`config.mk`:
```
export PLATFORM = sky130hd
export DESIGN_NAME = fp_mant_nr_divider
export DESIGN_NICKNAME = d
export VERILOG_FILES = /design/src/rtl/fp_div_pkg.sv /design/src/rtl/nr_div_step.sv /design/src/rtl/fp_mant_nr_divider.sv
export SDC_FILE = /design/constraint.sdc
export NUM_CORES = 1
export LEC_CHECK = 0
export ABC_CLOCK_PERIOD_IN_PS = 6700
export CORE_UTILIZATION = 40
export CTS_CLUSTER_DIAMETER = 200
export DETAILED_ROUTE_END_ITERATION = 8
export PLACE_DENSITY_LB_ADDON = 0.3
export SYNTH_ARGS = -nofsm -noshare
export SYNTH_HDL_FRONTEND = slang
export SYNTH_SLANG_ARGS = --single-unit
```
`constraint.sdc`:
```
create_clock -name clk -period 6.7 [get_ports clk]
set_input_delay 1.005 -clock clk [delete_from_list [all_inputs] [get_ports clk]]
set_output_delay 1.005 -clock clk [all_outputs]
set_load 0.1 [all_outputs]
```
`src/rtl/fp_div_pkg.sv`:
```
// Shared constants and types for the floating-point divider significand path.
package fp_div_pkg;

    localparam int MANT_W = 24;
    localparam int QBITS  = 27;
    localparam int REM_W  = 27;
    localparam int CNT_W  = 5;

    typedef enum logic [1:0] {
        IDLE = 2'd0,
        RUN  = 2'd1,
        FIX  = 2'd2,
        DONE = 2'd3
    } divState_t;

    // Exponent adjustments consumed by the underflow check.
    localparam logic [7:0] EXP_ADJ_NONE = 8'd0;
    localparam logic [7:0] EXP_ADJ_M1   = 8'hFF;

endpackage

```
`src/rtl/nr_div_step.sv`:
```
// One non-restoring division step; with corr=1 it performs the final
// remainder correction (add B back when the remainder is negative).
module nr_div_step
    import fp_div_pkg::*;
(
    input  logic [REM_W-1:0]  remIn,
    input  logic [MANT_W-1:0] divisor,
    input  logic              corr,
    output logic [REM_W-1:0]  remOut,
    output logic              qBit
);

    logic [REM_W-1:0] bExt;
    logic [REM_W-1:0] shifted;
    logic             remNeg;

    assign bExt    = {{(REM_W-MANT_W){1'b0}}, divisor};
    assign shifted = {remIn[REM_W-2:0], 1'b0};
    assign remNeg  = remIn[REM_W-1];

    always_comb begin
        remOut = remIn;
        if (corr) begin
            remOut = remNeg ? (remIn + bExt) : remIn;
        end else begin
            remOut = remNeg ? (shifted + bExt) : (shifted - bExt);
        end
        qBit = ~remOut[REM_W-1];
    end

endmodule

```
`src/rtl/fp_mant_nr_divider.sv`:
```
// Iterative non-restoring 24-bit significand divider: one quotient bit per
// clock, then normalization into quotient, GRS and an exponent adjustment.
module fp_mant_nr_divider
    import fp_div_pkg::*;
(
    input  logic              clk,
    input  logic              rst_n,
    input  logic              start,
    input  logic [MANT_W-1:0] mant_a,
    input  logic [MANT_W-1:0] mant_b,
    output logic              busy,
    output logic              done,
    output logic [MANT_W-1:0] quotient,
    output logic              guard,
    output logic              round_b,
    output logic              sticky,
    output logic [7:0]        exp_extra,
    output logic              div_by_zero
);

    // Handshake: start is accepted on a rising edge only while busy=0; done
    // is a single-cycle pulse and results stay valid until the next accept.
    divState_t         state;
    logic [MANT_W-1:0] bReg;
    logic [REM_W-1:0]  remReg;
    logic [QBITS-1:0]  qReg;
    logic [CNT_W-1:0]  cnt;

    logic [REM_W-1:0]  initRem;
    logic [REM_W-1:0]  stepRem;
    logic              stepQ;
    logic              isFix;
    logic              remNz;

    logic [MANT_W-1:0] nQuot;
    logic              nGuard;
    logic              nRound;
    logic              nSticky;
    logic [7:0]        nExp;

    assign initRem = {{(REM_W-MANT_W){1'b0}}, mant_a} - {{(REM_W-MANT_W){1'b0}}, mant_b};
    assign isFix   = (state == FIX);
    assign busy    = (state != IDLE);

    nr_div_step u_step (
        .remIn   (remReg),
        .divisor (bReg),
        .corr    (isFix),
        .remOut  (stepRem),
        .qBit    (stepQ)
    );

    assign remNz = |stepRem;

    // A leading zero quotient bit means the result is in [0.5,1): shift left one.
    always_comb begin
        nQuot   = qReg[QBITS-1 -: MANT_W];
        nGuard  = qReg[2];
        nRound  = qReg[1];
        nSticky = qReg[0] | remNz;
        nExp    = EXP_ADJ_NONE;
        if (!qReg[QBITS-1]) begin
            nQuot   = qReg[QBITS-2 -: MANT_W];
            nGuard  = qReg[1];
            nRound  = qReg[0];
            nSticky = remNz;
            nExp    = EXP_ADJ_M1;
        end
    end

    always_ff @(posedge clk or negedge rst_n) begin
        if (!rst_n) begin
            state       <= IDLE;
            bReg        <= '0;
            remReg      <= '0;
            qReg        <= '0;
            cnt         <= '0;
            done        <= 1'b0;
            quotient    <= '0;
            guard       <= 1'b0;
            round_b     <= 1'b0;
            sticky      <= 1'b0;
            exp_extra   <= '0;
            div_by_zero <= 1'b0;
        end else begin
            done <= 1'b0;
            case (state)
                IDLE: begin
                    if (start) begin
                        bReg        <= mant_b;
                        div_by_zero <= (mant_b == '0);
                        if (mant_b == '0) begin
                            quotient  <= '0;
                            guard     <= 1'b0;
                            round_b   <= 1'b0;
                            sticky    <= 1'b0;
                            exp_extra <= EXP_ADJ_NONE;
                            state     <= DONE;
                        end else begin
                            remReg <= initRem;
                            qReg   <= {~initRem[REM_W-1], {(QBITS-1){1'b0}}};
                            cnt    <= CNT_W'(QBITS - 2);
                            state  <= RUN;
                        end
                    end
                end
                RUN: begin
                    remReg    <= stepRem;
                    qReg[cnt] <= stepQ;
                    cnt       <= cnt - 1'b1;
                    if (cnt == '0) begin
                        state <= FIX;
                    end
                end
                FIX: begin
                    quotient  <= nQuot;
                    guard     <= nGuard;
                    round_b   <= nRound;
                    sticky    <= nSticky;
                    exp_extra <= nExp;
                    state     <= DONE;
                end
                DONE: begin
                    done  <= 1'b1;
                    state <= IDLE;
                end
                default: state <= IDLE;
            endcase
        end
    end

endmodule

```
* Yosys cells after proc, flatten, opt, wreduce, memory -nomap -nowiden
Index checks and enable logic that the tools add are counted.
** Storage, ports and cells
- Register bits after elaboration :: 122
- Bits in latches :: 0
- RAM bits :: 0
- ROM bits :: 0
- Input bits :: 51
- Memories :: 0
** Cells by class
- Add/subtract/negate cells :: 5
- Multipliers :: 0
- Div/mod/pow operators :: 0
- Order comparisons :: 2
- Eq/ne operators :: 7
- Shifts and indexed selects :: 0
- Multiplexer cells :: 36
- Bitwise operators :: 3
- Reduce and logical (&&, ||, !) cells :: 12
** Operators with widths (number)
- $mux W27 :: 7
- $pmux W27 S2 :: 2
- $mux W24 :: 3
- $add A27 B24 Y27 :: 2
- $pmux W24 S2 :: 1
- $bwmux W27 :: 1
- $reduce_or A27 Y1 :: 1
- $sub A27 B24 Y27 :: 1
- $sub A24 B24 Y25 :: 1
- $logic_not A24 Y1 :: 1
- $mux W8 :: 3
- $pmux W8 S2 :: 1
- $mux W5 :: 2
- $pmux W5 S2 :: 1
- $ne A2 B2 Y1 const B :: 4
- $pmux W2 S4 :: 1
- $mux W1 :: 7
- $lt A5 B6 Y1 const B :: 1
- $mux W2 :: 3
- $pmux W1 S2 :: 3
- $reduce_and A3 Y1 :: 2
- $reduce_bool A2 Y1 :: 3
- $demux W1 S5 :: 1
- $ge A5 B1 Y1 const B :: 1
- other kinds (9) :: 12

* Logic depth before layout (Yosys ltp)
- Depth after elaboration :: 7
- Mapped depth :: 16
- Mapped depth without buffers :: 14

* Cells and area by module
Synthesis repeated with hierarchy kept, for this count alone.
** Unflattened totals
- Cell total of the unflattened synthesis :: 1442
- Area, all modules :: 11377.2 um^2
** By module, submodules not included
- fp_mant_nr_divider :: times used 1, cells an instance 791, area each 6949.2 um^2
- nr_div_step :: times used 1, cells an instance 651, area each 4428.0 um^2

* Worst setup path before layout
No wires, ideal clock.
- Path kind :: flip-flop to flip-flop
- From :: register bReg[5]
- To :: register sticky
- Library setup time :: 126 ps
- Arrival time :: 3789 ps
- Slack :: 2784 ps
- Stages on the path, launching flop included :: 15
- Path buffers :: 2
- Cells stage by stage :: dfrtp_1 -> inv_1 -> ha_1 -> buf_2 -> or4_1 -> a41oi_1 -> o211a_1 -> o22ai_2 -> o41ai_1 -> mux2_2 -> or4_1 -> buf_2 -> a2111o_1 -> nor4_2 -> a21oi_1
** Between the ends
- Word-level cells in the longest chain between the ends :: 7
- Elaborated cells between the ends (all ways) :: 10
- Those cells by class :: add/sub: 3; mux: 5; bitwise: 1; reduce/logical: 1
** Ends and longest elaborated chain
- start: declaration :: line fp_mant_nr_divider.sv:24 : logic [MANT_W-1:0] bReg;
- start signal: assignment :: line fp_mant_nr_divider.sv:90 : bReg <= mant_b;
- $sub A27 B24 Y27, or another cell as far along :: line nr_div_step.sv:26 : remOut = remNeg ? (shifted + bExt) : (shifted - bExt);
- $mux W27, on equally long branches :: line nr_div_step.sv:26, nr_div_step.sv:24
- $mux W27 (*) :: line nr_div_step.sv:23 : if (corr) begin
- $reduce_or A27 Y1 (*) :: line fp_mant_nr_divider.sv:53 : assign remNz = |stepRem;
- $or A1 B1 Y1 :: line fp_mant_nr_divider.sv:60 : nSticky = qReg[0] | remNz;
- $mux W1 (*) :: line fp_mant_nr_divider.sv:62 : if (!qReg[QBITS-1]) begin
- $pmux W1 S2 (*) :: line fp_mant_nr_divider.sv:87 : case (state)
- end signal: assignment :: line fp_mant_nr_divider.sv:119 : sticky <= nSticky;
- end: declaration :: line fp_mant_nr_divider.sv:16 : output logic sticky,
Every way passes the cells marked *; elsewhere a longest branch is shown, timed or not.
A chain may end at the register's enable or synchronous reset.

* Final worst setup path
- From :: input port mant_b[16]
- To :: register sticky
** Between the ends
- Word-level cells in the longest chain between the ends :: 3
** Ends and longest elaborated chain
- start: declaration :: line fp_mant_nr_divider.sv:10 : input logic [MANT_W-1:0] mant_b,
- $logic_not A24 Y1 :: line fp_mant_nr_divider.sv:92 : if (mant_b == '0) begin
- $ne A2 B2 Y1 (no source line)
- $reduce_and A3 Y1 (no source line)
Every way passes these cells.

==> impl_metrics.py <==
metrics = {
    "setup_path": {
        "path_class": "in2reg",
        "cpMaxStageDelayCell": "nor4_1",
        "crit_start": "mant_b[16]",
        "cpPeakStageDelay_ns": 1.09,
        "critPathCaptureType": "register",
        "r2r_start": "bReg[1]$_DFFE_PN0P_",
        "crit_chain": "clkdlybuf4s50_1, nor4_1, nand4_1, nor3_1, a21oi_4, a2111oi_0, nand3_1, nor4_1, nand4_1, nor4_2, a21oi_1",
        "cp_max_fo": 2,
        "r2r_slack_ns": 2.02,
        "worst_setup_path_start_kind": "primary input",
        "cp.required_ns": 7.00,
        "arrival_ns": 5.02,
    },
    "placed_design": {
        "gp_congestion": 0.925,
        "numPortBuffers": 88,
        "placed_cells": 1744,
        "hpwl_um": 27000,
    },
    "global_route": {
        "met3_usage_pct": 3.90,
        "grt_overflow": 0,
        "track_usage_pct": 25.6,
        "grt_pass1_vias": 10100,
        "use_met2_pct": 40.0,
        "grt.busiest_layer": "met2",
        "met1_usage_pct": 36.3,
        "antenna_found_initial": 0,
        "grt_max_degree": 77,
        "grt_pass1_wl_um": 56500,
    },
    "layout": {
        "finish.utilization_pct": 47.0,
        "n_antenna_cell": 0,
        "areaGrowthSynthToFinish_pct": 14.9,
        "nNetsFinal": 1581,
        "layout_common_cells": "150 x nand2_1, 114 x dfrtp_1, 104 x ha_1",
        "fillers": 2665,
        "fin_cells": 1776,
        "mostFrequentLayoutCell": "nand2_1",
        "layout-drive-gt1-share_pct": 5.09,
    },
    "cts": {
        "path_clk_slew_ns": 0.06,
        "cts_hold_buf": 0,
        "clockBufferDepth": 2,
        "cts_tree": "yes",
        "clockRootBuffer": "clkbuf_16",
        "cts_buffers": 17,
        "postCtsSetupBuffers": 0,
        "cts_resized": 0,
        "clock-sinks": 115,
        "htree_levels": 4,
        "insertion_delay_ns": 0.42,
    },
    "die": {
        "initial_utilization_pct": 40.9,
        "die_w_um": 168,
        "placementRows": 60,
        "fp.coreArea_sq_um": 27000,
        "die-area_sq_um": 28300,
        "die_y_um": 168,
        "pin_count": 89,
    },
    "min_path": {
        "hold_path_class": "reg2reg",
        "hold_start": "quotient[13]$_DFFE_PN0P_",
    },
    "routing": {
        "avgViaCountPerCell": 5.98,
        "remaining_drc_errors": 0,
        "drt-total-wl_um": 35600,
        "wl_per_cell_um": 20.1,
        "postRouteAntennaNets": 0,
        "dr.first_iter.drc_count": 1052,
        "drt_pass1_iterations": 5,
        "vias": 10600,
    },
    "logic_synthesis": {
        "synth_seq_cells": 115,
        "synth_simple_gate_area_share_pct": 17.8,
        "ys_seq_area_share_pct": 26.0,
        "synth_top_family_by_area": "compound AO/OA/AOI/OAI gates",
        "syn_area_sq_um": 11100,
        "synthXorXnorAreaFrac_pct": 3.88,
        "synthAdderAreaFrac_pct": 12.5,
        "ys.flop_type": "dfrtp_1",
        "async_reset_ff_share_pct": 100,
        "synth_edf_count": 0,
        "synth_mux_area_share_pct": 5.99,
        "yosysUniqueCellTypes": 78,
        "syn_avg_cell_area_sq_um": 7.96,
        "synth_fp_nets": 1548,
        "yosys_warnings": 0,
        "synth_compound_area_share_pct": 27.2,
        "syn-instance-count": 1389,
    },
    "sta": {
        "clock_skew_ns": 0.0113,
        "worst-slew-pin-transition_ns": 1.29,
        "fmax_mhz": 212,
        "setup_viol": 0,
        "slew_headroom_pct": 12.9,
        "period_needed_ns": 4.72,
        "hold_viol": 0,
        "period_share_pct": 70.4,
        "slew_violations": 0,
        "tns_ns": 0,
        "grt_setup_unrepaired": "false",
    },
    "status": {
        "outcome": "finished clean",
    },
    "flow_run": {
        "max_cap_violations": 0,
    },
    "power_and_ir_drop": {
        "ir_worst_vdd_v": 0.000444,
        "power.leakage_nw": 5.54,
        "powerDensity_nw_per_um2": 604,
    },
}
==> stage by stage <==
stage / setup WS [ns] / total power, mW / area, sq um / hold WS (ns)
after floorplan: 2.78 / 5.24 / 11100 / 0.488
after global placement: 1.71 / 6.59 / 12100 / 0.463
after detailed placement: 1.69 / 6.64 / 12100 / 0.472
after CTS: 1.99 / 7.60 / 12700 / 0.485
after global routing: 1.78 / 8.27 / 12700 / 0.496
final: 1.98 / 7.67 / 12700 / 0.475
==> metal layers <==
| metal | routed length (um) | vias to the layer above |
|---|---|---|
| li1 | - | 5130 |
| met2 | 15900 | 361 |
| met1 | 16800 | 5097 |
| met3 | 2230 | 40 |
| met4 | 663 | 0 |
| met5 | 0 | - |
==> flip-flops by register name, indices dropped and copies added (netlist names) <==
| register | flops |
|---|---|
| qReg | 27 |
| round_b | 1 |
| bReg | 24 |
| guard | 1 |
| div_by_zero | 1 |
| exp_extra | 1 |
| done | 1 |
| sticky | 1 |
| state | 2 |
| cnt | 5 |
| quotient | 24 |
| remReg | 27 |
==> final cells by class <==
type | instances | area, sq um | area share, %
multi-input cells | 1093 | 7480 | 58.9
flip-flops and latches | 115 | 2880 | 22.7
repair buffers | 99 | 961 | 7.57
clock buffers | 18 | 439 | 3.46
well taps | 341 | 427 | 3.36
inverters | 96 | 360 | 2.84
clock inverters | 14 | 153 | 1.20
==> critical path: cells and delay by family <==
kind,cells,cell delay [ns]
compound gates,3,0.54
buf+inv,1,0.43
simple gates,7,3.04
==> report_power, final <==
part           leakage (nW)  switching, mW  internal [mW]  total, mW
Clock                 0.291          0.369          0.561      0.930
Sequential             1.47          0.309          0.894       1.20
Combinational          3.78           3.51           2.03       5.54
Total                  5.54           4.19           3.48       7.67
==> cells in the mapped netlist (all sizes together) (7+ instances only) <==
master,n,share of area [%]
inv,96,3.3
nor2b,18,1.0
clkbuf,59,2.0
o21ai,122,5.5
a31oi,15,0.85
mux2,13,1.3
or3,16,0.91
a211o,8,0.63
nand4,13,0.74
nor4,17,1.0
buf,26,1.3
ha,104,12
mux2i,47,4.3
a2111oi,7,0.72
o21a,14,0.95
nand2b,13,0.74
a211oi,23,1.6
nand3,41,1.9
xnor2,33,2.6
nand2,151,5.1
o31ai,39,2.6
nor2,90,3.1
nor3,22,1.0
o21bai,9,0.61
a21oi,104,4.7
a21o,31,2.1
xor2,16,1.3
dfrtp,115,26
o211ai,16,1.1
==> kinds of logic after synthesis <==
family | count (synthesis)
xor+xnor | 49
compound gates | 459
fa+ha+maj | 108
flops | 115
simple gates | 415
mux | 62
buf+inv | 181
==> worst paths after layout <==
kind / endpoint / depth (start not counted)
worst max-delay path: sticky$_DFFE_PN0P_ / 11
min in group asynchronous: quotient[15]$_DFFE_PN0P_ / 1
worst max register to register: qReg[1]$_DFFE_PN0P_ / 12
worst min-delay path: quotient[13]$_DFFE_PN0P_ / 2
max in group asynchronous: remReg[26]$_DFFE_PN0P_ / 2
worst min register to register: quotient[13]$_DFFE_PN0P_ / 2
(Power assumes the default switching activity.)
